<file path="src/rtl/demux_1t2_reg.sv">
`default_nettype none
// +------------------------------------------------------------------------+
// | Module   : demux_1t2_reg                                               |
// | Brief    : Registered 1-to-2 valid/ready demultiplexer; one output     |
// |            register per channel so each consumer stalls on its own.    |
// |            Optional delivery counters enabled by DEMUX_CNT_EN.         |
// | Revision : 1.0                                                         |
// +------------------------------------------------------------------------+
module demux_1t2_reg #(
  parameter int WIDTH = 5
) (
  input  logic             clk,
  input  logic             rst,
  input  logic             in_valid,
  output logic             in_ready,
  input  logic [WIDTH-1:0] in_data,
  input  logic             s,
  output logic             o0_valid,
  input  logic             o0_ready,
  output logic [WIDTH-1:0] o0_data,
  output logic             o1_valid,
  input  logic             o1_ready,
  output logic [WIDTH-1:0] o1_data,
  output logic [15:0]      o0_count,
  output logic [15:0]      o1_count
);

  logic             r_ch0_valid;
  logic             r_ch1_valid;
  logic [WIDTH-1:0] r_ch0_data;
  logic [WIDTH-1:0] r_ch1_data;

  logic w_acc;
  logic w_del0;
  logic w_del1;

  // A channel can take a word when empty or when it is being drained this cycle.
  assign in_ready = s ? (~r_ch1_valid | o1_ready) : (~r_ch0_valid | o0_ready);
  assign w_acc    = in_valid & in_ready;
  assign w_del0   = r_ch0_valid & o0_ready;
  assign w_del1   = r_ch1_valid & o1_ready;

  always_ff @(posedge clk) begin
    if (rst) begin
      r_ch0_valid <= 1'b0;
      r_ch0_data  <= '0;
    end else if (w_acc && !s) begin
      r_ch0_valid <= 1'b1;
      r_ch0_data  <= in_data;
    end else if (w_del0) begin
      r_ch0_valid <= 1'b0;
    end
  end

  always_ff @(posedge clk) begin
    if (rst) begin
      r_ch1_valid <= 1'b0;
      r_ch1_data  <= '0;
    end else if (w_acc && s) begin
      r_ch1_valid <= 1'b1;
      r_ch1_data  <= in_data;
    end else if (w_del1) begin
      r_ch1_valid <= 1'b0;
    end
  end

  assign o0_valid = r_ch0_valid;
  assign o0_data  = r_ch0_data;
  assign o1_valid = r_ch1_valid;
  assign o1_data  = r_ch1_data;

`ifdef DEMUX_CNT_EN
  logic [15:0] r_ch0_count;
  logic [15:0] r_ch1_count;

  // Counters wrap naturally at 16 bits.
  always_ff @(posedge clk) begin
    if (rst) begin
      r_ch0_count <= 16'h0000;
      r_ch1_count <= 16'h0000;
    end else begin
      if (w_del0) r_ch0_count <= r_ch0_count + 16'h0001;
      if (w_del1) r_ch1_count <= r_ch1_count + 16'h0001;
    end
  end

  assign o0_count = r_ch0_count;
  assign o1_count = r_ch1_count;
`else
  assign o0_count = 16'h0000;
  assign o1_count = 16'h0000;
`endif

endmodule
`default_nettype wire

</file>
<file path="config.mk">
export PLATFORM = sky130hd
export DESIGN_NAME = demux_1t2_reg
export DESIGN_NICKNAME = d
export VERILOG_FILES = /design/src/rtl/demux_1t2_reg.sv
export SDC_FILE = /design/constraint.sdc
export NUM_CORES = 1
export LEC_CHECK = 0
export CORE_AREA = 2 2 39 41
export CTS_CLUSTER_SIZE = 30
export DETAILED_ROUTE_END_ITERATION = 16
export DIE_AREA = 0 0 41 43
export DONT_BUFFER_PORTS = 1
export PLACE_DENSITY = 0.69
export SKIP_LAST_GASP = 1
export SLEW_MARGIN = 5
export SYNTH_ARGS = -nofsm -noshare
export SYNTH_HDL_FRONTEND = slang
export SYNTH_SLANG_ARGS = --single-unit
</file>
<file path="constraint.sdc">
create_clock -name clk -period 1.4 [get_ports clk]
set_input_delay 0.14 -clock clk [delete_from_list [all_inputs] [get_ports clk]]
set_output_delay 0.14 -clock clk [all_outputs]
set_load 0.01 [all_outputs]
</file>
==> flow_summary.yaml <==
cts:
  clockBufferDepth: 2
  clk_pin_slew_ns: 0.07
  cts_sinks: 12
  cts_made_buffers: 3
  h-tree-depth: 1
  ctsResizeCount: 0
  root_buffer: "clkbuf_4"
  tritoncts: "done"
  clock_latency_ns: 0.26
critical_path:
  reg2regPathDepth: 3
  end_kind: "output port"
  path_max_fanout: 4
  critPathMaxStageDelay_ns: 0.39
  start_kind: "flip-flop"
  crit_family: "flip-flops"
  reg2reg_setup_slack_ns: 0.39
  r2r-start: "o0_valid"
  arrival_ns: 1.08
  cp_slowest_cell: "dfxtp_1"
  r2r-end: "o0_data[2]"
  crit_type: "reg -> out"
  path_cells: "nand2b_1 -> mux2_2"
  path_buf_inv: 0
  worstPathRequired_ns: 1.26
synthesis:
  yosys-top-cells-count: "buf_4, nand2b_1, dfxtp_1, mux2i_1, a21oi_1"
  async_reset_ff_share_pct: 0
  synth_seq_cells: 12
  synth.cell_area_sq_um: 767
  ys.flop_type: "dfxtp_1"
  seq_area_frac_synth_pct: 31.3
  synth_most_common_cell: "buf_4"
  synth_cells: 81
  synth.distinct_cells: 14
  yosysWarnings: 0
  syn_avg_cell_area_sq_um: 9.47
  synth-edff-count: 0
  synth_top_area_share_pct: 31.3
  synth_top_area_cell: "dfxtp_1"
  ys_top_cells_by_area: "dfxtp_1, buf_4, mux2i_1, nand2b_1, nand2b_4"
routing:
  firstDrtPassIters: 4
  drtAntennaViolNets: 0
  drc_errors: 0
  vias: 416
  vias_per_cell: 4.24
  drtIter0Drc: 3
  wl_per_cell_um: 10.1
  routed_wl_um: 988
timing:
  final-setup-viol-count: 0
  min_period_ns: 1.22
  fmax_mhz: 818
  finalHoldViolCount: 0
  clock-skew-final_ns: 0.000304
  slew_violations: 0
  rsz0062_at_grt: "no"
  hold_ws_ns: 0.0497
  fin_setup_tns_ns: 0
  fin_crit_sh_pct: 87.3
power_and_ir_drop:
  power.density_mw_per_mm2: 997
  peakVddDrop_mv: 0.489
  leakage_uw: 0.000333
layout:
  syn2layout_area_growth_pct: -11.3
  layout-drive-gt1-share_pct: 7.32
  n_antenna_cell: 0
  fin_nets: 95
worst_hold_path:
  min_from: "rst"
  hold_class: "in -> reg"
  hold_depth: 2
  min_to: "o1_data[0]"
grt:
  antenna_found_initial: 0
  grt_pass1_vias: 346
  grt_usage_pct: 12.5
  overflow: 0
  grt_pass1_wl_um: 1430
  grt_max_degree: 17
die:
  num_rows: 14
  ios: 56
  die-area_sq_mm: 0.00176
  start_util_pct: 55.4
  core-area_sq_mm: 0.00138
  die_h_um: 43
  dieWidth_um: 41
outcome:
  status: "completed"
placement:
  dp_hpwl_um: 799
  io_buffers: 0
  gp_congestion: 0.664
job:
  drv_cap: 0
[layer usage]
metal	track usage [%]	wire, um	vias to the layer above
met1	14.1	347	186
met4	8.00	6	0
met2	17.8	496	30
met5	0	0	-
li1	-	-	198
met3	6.28	137	2
[per-stage QoR]
stage / instances / power, uW / cell area, sq um / util, % / setup WS (ns)
after global routing: 98 / 719 / 681 / 49.2 / 0.121
after floorplan: 112 / 541 / 883 / - / 0.431
after CTS: 98 / 685 / 681 / 49.2 / 0.160
after detailed placement: 94 / 478 / 648 / 46.8 / 0.388
after global placement: 94 / 477 / 648 / 46.8 / 0.405
final: 98 / 679 / 681 / 49.2 / 0.178
[how the worst max path moves through the flow]
| stage | startpoint | endpoint | slack (ns) | depth (start not counted) |
|---|---|---|---|---|
| global placement | o0_valid | o0_data[1] | 0.40 | 3 |
| CTS | o0_valid | in_ready | 0.16 | 2 |
| floorplan | o1_valid | o1_data[0] | 0.43 | 4 |
| detailed placement | o0_valid | o0_data[1] | 0.39 | 3 |
| global route | o0_valid | in_ready | 0.12 | 2 |
| finish | o0_valid | in_ready | 0.18 | 2 |
[power by group]
group / total, uW / switching (uW) / leakage (uW) / internal, uW
logic: 92.5 / 60.0 / 0.000221 / 32.4
registers: 381 / 21.5 / 0.0000983 / 360
clock network: 205 / 106 / 0.0000138 / 99.3
total: 679 / 187 / 0.000333 / 491
[repair_timing]
action / CTS / global route
setup buffers: 0 / 0
endpoints found under the hold margin: 2 / 0
endpoints found under the setup margin: 0 / 0
hold buffers: 1 / 0
[registers in the layout, indices dropped and copies added (netlist names)]
register	cells
o0_data	5
o0_valid	1
o1_data	5
o1_valid	1
[final cells by class]
type / count / area [sq um]
fillers: 148 / 703
multi-input cells: 66 / 388
flip-flops and latches: 12 / 240
clock buffers: 3 / 22.5
well taps: 16 / 20.0
repair buffers: 1 / 10.0
[kinds of logic (layout without fill, tap and decap cells)]
group | after synthesis | after routing | synth area share, %
AND/OR/NAND/NOR | 21 | 21 | 19.1
buffers and inverters | 34 | 4 | 33.3
flip-flops | 12 | 12 | 31.3
AO/OA/AOI/OAI | 2 | 2 | 1.31
other | 1 | 32 | 0.489
multiplexers | 11 | 11 | 14.5
[cells in the final DEF (no fill, tap or decap)]
| cell type | synthesis | routed |
|---|---|---|
| dfxtp_1 | 12 | 12 |
| nand3_1 | 1 | 1 |
| and3b_1 | 1 | 1 |
| nand2b_4 | 1 | 1 |
| conb_1 | 1 | 32 |
| a21oi_1 | 2 | 2 |
| dlygate4sd3_1 | 0 | 1 |
| mux2i_1 | 10 | 10 |
| nand3b_1 | 1 | 1 |
| nand2b_1 | 16 | 16 |
| and3_4 | 1 | 1 |
| clkbuf_4 | 0 | 3 |
| mux2_2 | 1 | 1 |
Note: power is estimated with default switching activity, not from simulation.
